$ cat config.mk
export PLATFORM = sky130hd
export DESIGN_NAME = ni_flit_injector
export DESIGN_NICKNAME = d
export VERILOG_FILES = /design/src/rtl/ni_flit_injector.sv
export SDC_FILE = /design/constraint.sdc
export NUM_CORES = 1
export LEC_CHECK = 0
export BUFFER_PORTS_ARGS = -buffer_cell sky130_fd_sc_hd__buf_2
export CAP_MARGIN = 5
export CORE_MARGIN = 8
export CORE_UTILIZATION = 52
export DETAILED_ROUTE_END_ITERATION = 6
export PLACE_DENSITY = 0.84
export SLEW_MARGIN = 10
export SYNTH_ARGS = -nofsm -noshare
export SYNTH_HDL_FRONTEND = slang
export SYNTH_SLANG_ARGS = --single-unit
$ cat constraint.sdc
create_clock -name clk -period 3.49 [get_ports clk]
set_input_delay 0.1745 -clock clk [delete_from_list [all_inputs] [get_ports clk]]
set_output_delay 0.1745 -clock clk [all_outputs]
set_load 0.01 [all_outputs]
$ cat src/rtl/ni_flit_injector.sv
`default_nettype none
// ============================================================================
//  Module   : ni_flit_injector
//  Brief    : Network-interface flit injector. Turns a packet descriptor plus
//             payload words into HEAD/BODY/TAIL/HEADTAIL flits on one VC,
//             honouring the router's per-VC on/off, allocatable and error
//             signals. One packet in flight at a time.
//  Options  : NI_PKT_CNT_EN - adds pkt_cnt_o, a wrapping count of packets
//             completed (TAIL or HEADTAIL flits emitted).
//  Revision : 1.0 - initial release
// ============================================================================
module ni_flit_injector #(
   parameter  int VC_NUM  = 2,
   parameter  int DATA_W  = 32,
   parameter  int X_W     = 2,
   parameter  int Y_W     = 2,
   parameter  int MAX_LEN = 8,
   localparam int VC_W    = (VC_NUM > 1) ? $clog2(VC_NUM) : 1,
   localparam int LEN_W   = $clog2(MAX_LEN + 1)
) (
   input  logic              clk,
   input  logic              rst_n,
   input  logic              pkt_valid_i,
   output logic              pkt_ready_o,
   input  logic [VC_W-1:0]   pkt_vc_i,
   input  logic [X_W-1:0]    pkt_dst_x_i,
   input  logic [Y_W-1:0]    pkt_dst_y_i,
   input  logic [LEN_W-1:0]  pkt_len_i,
   input  logic              pl_valid_i,
   output logic              pl_ready_o,
   input  logic [DATA_W-1:0] pl_data_i,
   output logic              valid_flit_o,
   output logic [1:0]        flit_label_o,
   output logic [VC_W-1:0]   vc_id_o,
   output logic [DATA_W-1:0] flit_data_o,
   input  logic [VC_NUM-1:0] on_off_i,
   input  logic [VC_NUM-1:0] vc_allocatable_i,
   input  logic [VC_NUM-1:0] error_i,
   output logic              err_o,
   output logic              busy_o
`ifdef NI_PKT_CNT_EN
   ,
   output logic [15:0]       pkt_cnt_o
`endif
);

   localparam logic [1:0] LBL_HEAD     = 2'b00;
   localparam logic [1:0] LBL_BODY     = 2'b01;
   localparam logic [1:0] LBL_TAIL     = 2'b10;
   localparam logic [1:0] LBL_HEADTAIL = 2'b11;

   typedef enum logic [1:0] {
      ST_IDLE    = 2'd0,
      ST_WAIT_VC = 2'd1,
      ST_PAYLOAD = 2'd2
   } state_t;

   state_t              state_q, state_d;
   logic [VC_W-1:0]     vc_q, vc_d;
   logic [X_W-1:0]      dst_x_q, dst_x_d;
   logic [Y_W-1:0]      dst_y_q, dst_y_d;
   logic [LEN_W-1:0]    len_q, len_d;
   logic [LEN_W-1:0]    rem_q, rem_d;
   logic                err_q, err_d;
   logic                valid_q, valid_d;
   logic [1:0]          label_q, label_d;
   logic [VC_W-1:0]     vcid_q, vcid_d;
   logic [DATA_W-1:0]   data_q, data_d;
   logic                bad_desc;

   // A descriptor naming a non-existent VC or an oversize payload is dropped.
   assign bad_desc = (32'(pkt_vc_i) >= 32'(VC_NUM)) || (32'(pkt_len_i) > 32'(MAX_LEN));

   // Next-state, flit launch and handshake ready generation.
   always_comb begin
      state_d     = state_q;
      vc_d        = vc_q;
      dst_x_d     = dst_x_q;
      dst_y_d     = dst_y_q;
      len_d       = len_q;
      rem_d       = rem_q;
      err_d       = err_q | (|error_i);
      valid_d     = 1'b0;
      label_d     = label_q;
      vcid_d      = vcid_q;
      data_d      = data_q;
      pkt_ready_o = 1'b0;
      pl_ready_o  = 1'b0;
      case (state_q)
         ST_IDLE: begin
            // rst_n gating keeps ready low while reset is held.
            pkt_ready_o = rst_n & ~err_q;
            if (pkt_valid_i && pkt_ready_o) begin
               if (bad_desc) begin
                  err_d = 1'b1;
               end else begin
                  vc_d    = pkt_vc_i;
                  dst_x_d = pkt_dst_x_i;
                  dst_y_d = pkt_dst_y_i;
                  len_d   = pkt_len_i;
                  state_d = ST_WAIT_VC;
               end
            end
         end
         ST_WAIT_VC: begin
            if (vc_allocatable_i[vc_q] && on_off_i[vc_q]) begin
               valid_d = 1'b1;
               label_d = (len_q == '0) ? LBL_HEADTAIL : LBL_HEAD;
               vcid_d  = vc_q;
               data_d  = '0;
               data_d[X_W+Y_W-1:0] = {dst_x_q, dst_y_q};
               if (len_q == '0) begin
                  state_d = ST_IDLE;
               end else begin
                  rem_d   = len_q;
                  state_d = ST_PAYLOAD;
               end
            end
         end
         ST_PAYLOAD: begin
            pl_ready_o = on_off_i[vc_q];
            if (pl_valid_i && pl_ready_o) begin
               valid_d = 1'b1;
               label_d = (rem_q == LEN_W'(1)) ? LBL_TAIL : LBL_BODY;
               vcid_d  = vc_q;
               data_d  = pl_data_i;
               rem_d   = rem_q - LEN_W'(1);
               if (rem_q == LEN_W'(1)) begin
                  state_d = ST_IDLE;
               end
            end
         end
         default: state_d = ST_IDLE;
      endcase
   end

   // State, packet context and registered flit outputs.
   always_ff @(posedge clk or negedge rst_n) begin
      if (!rst_n) begin
         state_q <= ST_IDLE;
         vc_q    <= '0;
         dst_x_q <= '0;
         dst_y_q <= '0;
         len_q   <= '0;
         rem_q   <= '0;
         err_q   <= 1'b0;
         valid_q <= 1'b0;
         label_q <= LBL_HEAD;
         vcid_q  <= '0;
         data_q  <= '0;
      end else begin
         state_q <= state_d;
         vc_q    <= vc_d;
         dst_x_q <= dst_x_d;
         dst_y_q <= dst_y_d;
         len_q   <= len_d;
         rem_q   <= rem_d;
         err_q   <= err_d;
         valid_q <= valid_d;
         label_q <= label_d;
         vcid_q  <= vcid_d;
         data_q  <= data_d;
      end
   end

   assign valid_flit_o = valid_q;
   assign flit_label_o = label_q;
   assign vc_id_o      = vcid_q;
   assign flit_data_o  = data_q;
   assign err_o        = err_q;
   assign busy_o       = (state_q != ST_IDLE);

`ifdef NI_PKT_CNT_EN
   logic [15:0] pkt_cnt_q;

   // Count a packet once its closing flit is on the outputs; wraps naturally.
   always_ff @(posedge clk or negedge rst_n) begin
      if (!rst_n) begin
         pkt_cnt_q <= '0;
      end else if (valid_q && label_q[1]) begin
         pkt_cnt_q <= pkt_cnt_q + 16'd1;
      end
   end

   assign pkt_cnt_o = pkt_cnt_q;
`endif

endmodule
`default_nettype wire

==> out/metrics.csv, run 1 <==
stage;metric;value;unit
sta;fin_crit;2.72;ns
floorplanning;ios;91;
global_route;grt_pass1_wl;9.13;mm
sta;tightest_slew;0.965;ns
detailed_routing;drtAntennaViolNets;0;
place;hpwl;4.08;mm
critical_path;worstPathMaxFanout;23;
global_route;grt_max_degree;54;
global_route;grt_pass1_vias;1903;
synthesis;synth_cells;182;
floorplanning;start_util;54.1;%
floorplanning;fp-row-count;24;
synthesis;synth.distinct_cells;41;
sta;period_share;77.9;%
critical_path;rr_endpoint;flit_data_o[31];
synthesis;synth.most_common_cell;dfrtp_1;
final_layout;postLayoutCoreUtil;66.6;%
final_layout;n_antenna_cell;0;
critical_path;worst_ep_required_time;3.69;ns
synthesis;synth_compound_area_share;18.4;%
synthesis;yosys.area.top_type;dfrtp_1;
floorplanning;die_w;83.3;microns
final_layout;syn2layout_area_growth;23.1;%
synthesis;syn_area;2350;sq um
clock_network;clock_sinks;52;
sta;hold_ws;0.0154;ns
clock_network;postCtsSetupBuffers;0;
synthesis;synth_xor_area_share;0;%
synthesis;ys_async_sr_fraction;100;%
global_route;antenna_found_initial;0;
synthesis;syn_nets;239;
synthesis;synth.area.top_cells;dfrtp_1 (55%), a22o_1 (11%), mux2_2 (5.3%), ha_1 (3.2%), mux2i_1 (3.0%);
clock_network;clk_latency;0.31;ns
flow_run;cap_viol_max_count;0;
power;power.density;496;nW/um^2
final_layout;drive_above_1_share;44.1;%
final_layout;final_net_count;328;
detailed_routing;first_iter_violations;66;
clock_network;cts_buffer_depth;2;
sta;maxClockFrequency;368;MHz
critical_path;r2r_slack;0.77;ns
sta;hold_viol_final;0;
power;ir_drop;0.299;mV
synthesis;postSynthAreaPerCell;12.9;sq um
synthesis;ys_ff_latch;52;
sta;setup_viol;0;
sta;slew_headroom;35.6;%
detailed_routing;drc_errors;0;
synthesis;synth_top_family_by_area;compound AO/OA/AOI/OAI gates;
synthesis;muxShareOfSynthArea;9.84;%
critical_path;rr_startpoint;state_q[0];
sta;finClkSkew;0.00625;ns
global_route;grtUsageTotal;15.8;%
run_status;outcome;finished clean;
synthesis;synth-simple-area-share;8.83;%
clock_network;clock-root-buffer;clkbuf_8;
detailed_routing;firstDrtPassIters;4;
critical_path;end_kind;register;
clock_network;clk_pin_slew;0.10;ns
synthesis;ys_top_cells_by_count;dfrtp_1 (52), a22o_1 (30), mux2_2 (11);
synthesis;synth-main-ff-cell;dfrtp_1;
clock_network;htreeDepth;2;
floorplanning;dieArea;6930;sq um
place;io_buffers;90;
detailed_routing;wire_per_inst;16.6;microns
synthesis;synth_edf_count;0;
critical_path;reg2reg_depth;7;
clock_network;cts_tree;done;
final_layout;fillerInstances;341;
detailed_routing;num_vias;1789;
critical_path;cp_data_arrival_time;2.92;ns
detailed_routing;viasPerCell;5.52;
sta;fin_setup_tns;0;ns
synthesis;synth_seq_area_share;55.3;%
power;leakage;1.54;nW
sta;rsz0062_at_grt;false;
synthesis;synthAdderAreaFrac;3.19;%
clock_network;cts_hold_buf;0;
sta;slew_viol_final;0;
floorplanning;core_area;4350;sq um
critical_path;worstSetupPathType;register to register;
critical_path;start_kind;register;
worst_hold_path;min_path_type;primary input to async pin;
synthesis;yosysWarnings;0;
clock_network;cts_made_buffers;5;
synthesis;synth_top_area_share;55.3;%
clock_network;cts_resized;0;
floorplanning;die_h;83.3;microns
detailed_routing;drt_wl_total;5.39;mm
place;gp_congestion;0.847;
global_route;overflow;0;
==> state kept, by name, indices dropped and copies added, names as in the netlist <==
| register | cells |
|---|---|
| flit_data_o | 32 |
| vc_q | 1 |
| rem_q | 4 |
| dst_x_q | 2 |
| valid_flit_o | 1 |
| state_q | 2 |
| dst_y_q | 2 |
| len_q | 4 |
| err_o | 1 |
| vc_id_o | 1 |
| flit_label_o | 2 |
==> layer usage <==
metal / part of all wire (%) / vias to the layer above / track usage, %
met3: 8.8 / 7 / 6.45
met5: 0 / - / 0
met2: 46 / 72 / 24.3
met4: 1.2 / 0 / 4.79
li1: - / 858 / -
met1: 44 / 852 / 19.7
==> how the worst max path moves through the flow <==
stage	depth (start not counted)	end	start	slack (ns)
floorplan	7	flit_label_o[1]	state_q[0]	1.76
global placement	7	flit_data_o[10]	state_q[0]	0.92
detailed placement	7	flit_data_o[30]	state_q[0]	0.81
CTS	7	flit_data_o[31]	state_q[0]	0.78
global route	7	flit_data_o[31]	state_q[0]	0.57
finish	7	flit_data_o[31]	state_q[0]	0.77
==> report_power, final <==
group / switching, mW / internal [mW]
combinational: 0.250 / 0.158
clock: 0.212 / 0.147
sequential: 0.0277 / 0.641
total: 0.490 / 0.947
==> cell usage in the layout (no fill, tap or decap), drive strengths merged, types with 2 or more instances in the layout <==
cell / count
inv: 7
nor2b: 2
nor3: 2
nand3: 4
ha: 6
a21oi: 6
nor3b: 2
a31oi: 4
a22o: 30
nor2: 2
mux2i: 8
o21ai: 5
dfrtp: 52
clkbuf: 5
o211ai: 3
nand2: 9
and2: 2
buf: 92
mux2: 12
==> cell type report <==
type                    count  area [sq um]  area share [%]
clock inverters             3          27.5           0.950
flip-flops and latches     52          1300            44.9
repair buffers             92           465            16.1
clock buffers               5          68.8            2.37
multi-input cells         114           947            32.7
well taps                  52          65.1            2.25
inverters                   6          22.5           0.777
==> critical path: stages (launching register included) <==
cell      delay, ns
dfrtp_1        0.41
inv_1          0.11
ha_1           0.45
nand2_1        0.25
o21bai_2       0.45
nand2_1        0.34
buf_4          0.34
a22o_1         0.26
==> through the flow <==
step                power [mW]  cell area (sq um)  cells  setup slack, ns
floorplan                0.973               2350    182             1.76
global placement          1.08               2800    316            0.922
detailed placement        1.09               2800    316            0.807
CTS                       1.46               2900    324            0.777
global route              1.52               2900    324            0.569
finish                    1.44               2900    324            0.772
==> cell families after synthesis <==
group / Yosys count
compound gates: 54
flops: 52
simple gates: 34
mux: 20
buf+inv: 16
fa+ha+maj: 6
Note: power is estimated with default switching activity, not from simulation.
==> run 2, diff against run 1 <==
Settings changed: ABC_AREA set to 1, CORE_UTILIZATION 52 to 44, PLACE_DENSITY 0.84 to 0.75.
Clock period 3.49 ns to 2.25 ns, I/O delays scaled along.
==> run 2 against run 1 <==
  * The run now ends with hold timing left
  * Largest cell class unchanged
  * Routed wire length increased by 11%
  * Maximum frequency is 59% higher
  * Worst setup slack got worse by 0.23 ns
  * Sequential power up 110%
  * Cell count grew 44%
  * Combinational power grew to 4.2 times the previous value
  * Critical endpoint is now dst_x_q[1]
  * Utilization is 9.1 points lower
  * Critical path type unchanged
  * Die area is 20% higher
  * Synthesized cell count increased by 63%
  * Flip-flop and latch count unchanged
==> out/metrics.csv, run 2 <==
stage;metric;value;unit
clock_network;clk_latency;0.30;ns
synthesis;synth.distinct_cells;29;
clock_network;cts_tree;done;
sta;fin_setup_tns;0;ns
synthesis;syn_nets;353;
sta;slew_headroom;58.0;%
final_layout;layout_common_cells;nand2_1 (141), buf_2 (90), dfrtp_1 (52);
sta;hold_viol_final;38;
detailed_routing;drtAntennaViolNets;0;
final_layout;final_net_count;450;
sta;setup_viol;0;
critical_path;worstSetupPathType;register to register;
floorplanning;die_w;91.2;microns
critical_path;end_kind;register;
power;power.density;1220;nW/um^2
sta;tightest_slew;0.629;ns
final_layout;stdcell_count;466;
sta;rsz0062_at_grt;false;
final_layout;largest_register_ffs;32;
place;placed_cells;452;
synthesis;synth_seq_area_share;52.3;%
flow_run;cap_viol_max_count;0;
worst_hold_path;min_path_type;primary input to async pin;
critical_path;timing.critical_path.from;state_q[0];
clock_network;clk_pin_slew;0.09;ns
detailed_routing;drc_errors;0;
sta;fin_crit;1.71;ns
synthesis;synth_cells;296;
global_route;antenna_found_initial;0;
synthesis;synth-main-ff-cell;dfrtp_1;
clock_network;clock-root-buffer;clkbuf_8;
final_layout;final_common_cell;nand2_1;
clock_network;cts_resized;0;
final_layout;fillerInstances;496;
power;finalPower;3.83;mW
floorplanning;core_area;5470;sq um
detailed_routing;wire_per_inst;12.8;microns
run_status;violations;hold timing;
final_layout;final_area;3150;sq um
synthesis;synth.most_common_cell;nand2_1;
synthesis;yosysWarnings;0;
floorplanning;start_util;45.4;%
global_route;grt_pass1_wl;10.1;mm
detailed_routing;drt_wl_total;5.98;mm
sta;slew_viol_final;0;
place;pre_cts_ws;0.551;ns
clock_network;cts_made_buffers;5;
global_route;grt_max_degree;53;
critical_path;worst_ep_required_time;2.43;ns
global_route;overflow;0;
run_status;outcome;finished with violations;
sta;maxClockFrequency;585;MHz
global_route;grt_pass1_vias;2204;
place;gp_congestion;0.831;
critical_path;worstPathMaxFanout;16;
place;io_buffers;90;
synthesis;syn_area;2490;sq um
clock_network;htreeDepth;2;
synthesis;synth.area.top_cells;dfrtp_1 (52%), nand2_1 (21%), inv_1 (3.2%), ha_1 (3.0%), nand3_1 (3.0%);
sta;setup_slack;0.540;ns
detailed_routing;firstDrtPassIters;4;
synthesis;postSynthAreaPerCell;8.40;sq um
global_route;grtUsageTotal;14.5;%
place;hpwl;4.54;mm
detailed_routing;num_vias;2165;
detailed_routing;first_iter_violations;95;
synthesis;synth_top_area_share;52.3;%
power;ir_drop;0.475;mV
sta;finClkSkew;0.00266;ns
clock_network;cts_hold_buf;6;
clock_network;postCtsSetupBuffers;0;
floorplanning;dieArea;8310;sq um
power;leakage;1.86;nW
critical_path;cp_data_arrival_time;1.89;ns
clock_network;cts_buffer_depth;2;
synthesis;synth_edf_count;0;
final_layout;n_antenna_cell;0;
synthesis;ys_top_cells_by_count;nand2_1 (141), dfrtp_1 (52), inv_1 (21);
synthesis;ys_ff_latch;52;
clock_network;clock_sinks;52;
critical_path;start_kind;register;
floorplanning;fp-row-count;27;
floorplanning;ios;91;
final_layout;drive_above_1_share;29.2;%
place;post_dp_cell_area;2960;sq um
critical_path;rr_startpoint;state_q[0];
synthesis;yosys.area.top_type;dfrtp_1;
sta;hold_ws;-0.0355;ns
detailed_routing;viasPerCell;4.65;
sta;period_share;76.0;%
final_layout;postLayoutCoreUtil;57.5;%
final_layout;syn2layout_area_growth;26.5;%
synthesis;ys_async_sr_fraction;100;%
floorplanning;die_h;91.2;microns
run 2: changes by cell type after synthesis, sizes merged, moves of 3 or more:
cell    previous run  this run
mux2              12         0
a31oi              4         1
nand3              4        16
nor2               2        10
o211ai             3         0
a22o              30         0
nand2              9       149
mux2i              8         0
inv                6        24
o21ai              5        14
run 2: cell type report:
| cell class | instances | area (sq um) | area share, % |
|---|---|---|---|
| clock inverter | 2 | 38.8 | 1.23 |
| timing repair buffer | 98 | 526 | 16.7 |
| multi-input combinational | 212 | 1010 | 32.2 |
| sequential | 52 | 1300 | 41.4 |
| inverter | 24 | 95.1 | 3.02 |
| tap | 72 | 90.1 | 2.86 |
| clock buffer | 6 | 82.6 | 2.63 |
run 2: cells by family (layout without fill, tap and decap cells):
| logic type | after synthesis | in the layout | share of synthesized area (%) |
|---|---|---|---|
| compound gates | 26 | 26 | 5.54 |
| xor+xnor | 1 | 1 | 0.352 |
| fa+ha+maj | 6 | 6 | 3.02 |
| buf+inv | 32 | 130 | 6.95 |
| flops | 52 | 52 | 52.3 |
| simple gates | 179 | 179 | 31.8 |
run 2: power by group:
| part | internal [mW] | switching, mW |
|---|---|---|
| Clock | 0.364 | 0.309 |
| Sequential | 1.27 | 0.162 |
| Combinational | 0.611 | 1.11 |
| Total | 2.25 | 1.58 |
run 2: final timing paths:
check | endpoint | slack, ns | depth (start not counted)
max | dst_x_q[1] | 0.54 | 7
min | valid_flit_o | -0.04 | 2
max reg2reg | dst_x_q[1] | 0.54 | 7
min reg2reg | vc_id_o | 0.47 | 2
max in group asynchronous | flit_data_o[0] | 1.85 | 2
min in group clk | flit_data_o[10] | 0.01 | 3
run 2: metal layers:
metal | up-vias | GRT usage [%] | wire, microns
met2 | 74 | 23.3 | 2660
met1 | 973 | 17.2 | 2670
met5 | - | 0 | 0
met3 | 9 | 6.17 | 564
met4 | 0 | 4.50 | 80
li1 | 1109 | - | -
run 2: critical path, stage by stage, from the launching register on:
cell and delay (ns):
dfrtp_1 0.40, inv_1 0.12, ha_1 0.16, inv_1 0.07
nor3_2 0.27, nand2_1 0.33, nor2_1 0.18, a21oi_1 0.06
==> run 3, diff against run 2 <==
Settings changed: ABC_AREA 1 to 0, PLACE_DENSITY 0.75 to 0.76.
Clock period 2.25 ns to 1.5 ns, I/O delays scaled along.
==> run 3 against run 2 <==
  * The flow finishes with violations (setup timing)
  * Die area decreased by 4.4%
  * Utilization rose by 15 points
  * Combinational power shrank 10%
  * Sequential share of layout area is 6.5 points lower
  * Sequential power increased by 8%
  * First-iteration DRC count down 59%
  * Critical path type unchanged
==> out/metrics.csv, run 3 (same netlist as run 1, synthesis figures left out) <==
stage;metric;value;unit
run_status;outcome;finished with violations;
run_status;violations;setup timing;
final_layout;final_net_count;394;
detailed_routing;num_vias;2091;
critical_path;worst_ep_required_time;1.70;ns
detailed_routing;drt_wl_total;7.14;mm
clock_network;clock-root-buffer;clkbuf_8;
sta;fin_crit;1.71;ns
detailed_routing;wire_per_inst;17.5;microns
sta;hold_viol_final;0;
power;leakage;1.91;nW
floorplanning;ios;91;
sta;tightest_slew;0.624;ns
power;power.density;1090;nW/um^2
power;ir_drop;0.707;mV
final_layout;fillerInstances;358;
clock_network;clock_sinks;52;
flow_run;cap_viol_max_count;0;
final_layout;largest_register_ffs;32;
floorplanning;start_util;45.8;%
global_route;grtUsageTotal;16.8;%
critical_path;timing.critical_path.from;vc_q;
floorplanning;core_area;5140;sq um
sta;maxClockFrequency;586;MHz
critical_path;rr_startpoint;vc_q;
floorplanning;dieArea;7950;sq um
critical_path;path_cells;mux2i_4 -> o21ai_0 -> nand3_2 -> mux2_2;
place;placed_cells;357;
place;hpwl;4.46;mm
detailed_routing;drc_errors;0;
worst_hold_path;hold_start;pkt_dst_x_i[0];
final_layout;layout_common_cells;buf_2 (88), dfrtp_1 (51), dlygate4sd3_1 (31);
worst_hold_path;min_path_type;primary input to register;
global_route;overflow;0;
detailed_routing;drtAntennaViolNets;0;
power;finalPower;4.08;mW
sta;period_share;114;%
critical_path;r2r_slack;-0.21;ns
place;gp_congestion;0.897;
place;io_buffers;90;
detailed_routing;firstDrtPassIters;4;
sta;slew_viol_final;0;
final_layout;stdcell_count;408;
final_layout;n_antenna_cell;0;
final_layout;final_common_cell;buf_2;
global_route;grt_pass1_wl;10.4;mm
critical_path;max_stage_delay;0.44;ns
critical_path;cp_slowest_cell;dfrtp_2;
critical_path;worstPathMaxFanout;6;
detailed_routing;first_iter_violations;39;
sta;setup_viol;52;
floorplanning;die_w;89.1;microns
floorplanning;die_h;89.1;microns
critical_path;critPathTopFamily;multiplexers;
global_route;grt_max_degree;52;
sta;setup_slack;-0.205;ns
sta;slew_headroom;58.4;%
global_route;grt_pass1_vias;2154;
critical_path;cp.buffers_inverters;0;
clock_network;cts_buffer_depth;2;
critical_path;end_kind;register;
final_layout;syn2layout_area_growth;58.5;%
clock_network;cts_tree;done;
global_route;antenna_found_initial;0;
clock_network;htreeDepth;2;
detailed_routing;viasPerCell;5.13;
floorplanning;fp-row-count;26;
sta;finClkSkew;0.00769;ns
critical_path;cp_data_arrival_time;1.90;ns
critical_path;worstSetupPathType;register to register;
clock_network;cts_made_buffers;5;
place;pre_cts_ws;-0.258;ns
critical_path;start_kind;register;
final_layout;drive_above_1_share;51.2;%
clock_network;clk_pin_slew;0.10;ns
clock_network;clk_latency;0.30;ns
sta;hold_ws;0.00350;ns
sta;rsz0062_at_grt;true;
run 3: cell types whose count changed in the layout (fill, tap and decap cells not counted), moves of 6 or more:
cell	change
nor2_1	-8
o21ai_0	-9
dlygate4sd3_1	+25
mux2_4	+8
nand2_1	-135
mux2i_1	+6
nand3_1	-12
a22o_1	+30
buf_4	+28
inv_1	-17
run 3: final cells by class:
type | count | area [sq um] | share of cell area (%)
flip-flops and latches | 52 | 1300 | 34.9
multi-input cells | 115 | 1110 | 29.6
repair buffers | 157 | 1100 | 29.4
well taps | 70 | 87.6 | 2.35
clock buffers | 5 | 68.8 | 1.84
clock inverters | 3 | 46.3 | 1.24
inverters | 6 | 22.5 | 0.604
run 3: repair_timing:
action                     CTS  global route
setup endpoints to repair   51            52
hold buffers                30             1
resized for setup           18            16
buffers inserted             5             5
cloned                       1             1
hold endpoints to repair    80             1
pin swaps                    4             3
run 3: stage by stage:
step / setup TNS, ns / util, % / area [sq um]
2_1_floorplan: -4.35 / - / 2380
3_3_place_gp: -5.60 / 59.3 / 3050
3_5_place_dp: -8.22 / 59.3 / 3050
4_1_cts: -5.36 / 69.8 / 3590
5_1_grt: -9.35 / 72.6 / 3730
6_report: -7.14 / 72.6 / 3730
run 3: final timing paths:
kind	endpoint	cells after the start
min in group asynchronous	err_o	2
max	state_q[0]	4
min	dst_x_q[0]	2
max reg2reg	state_q[0]	4
max in group asynchronous	vc_q	3
min reg2reg	flit_data_o[30]	1
run 3: metal layers:
layer	track usage, %	share of wire [%]	vias up
met5	0	0	-
met4	4.83	0.81	0
met3	3.49	5.0	7
met2	30.6	53	62
met1	19.3	41	1025
li1	-	-	997
run 3: report_power, final:
part	switching [mW]	internal (mW)
clock network	0.480	0.503
logic	0.775	0.765
registers	0.0626	1.49
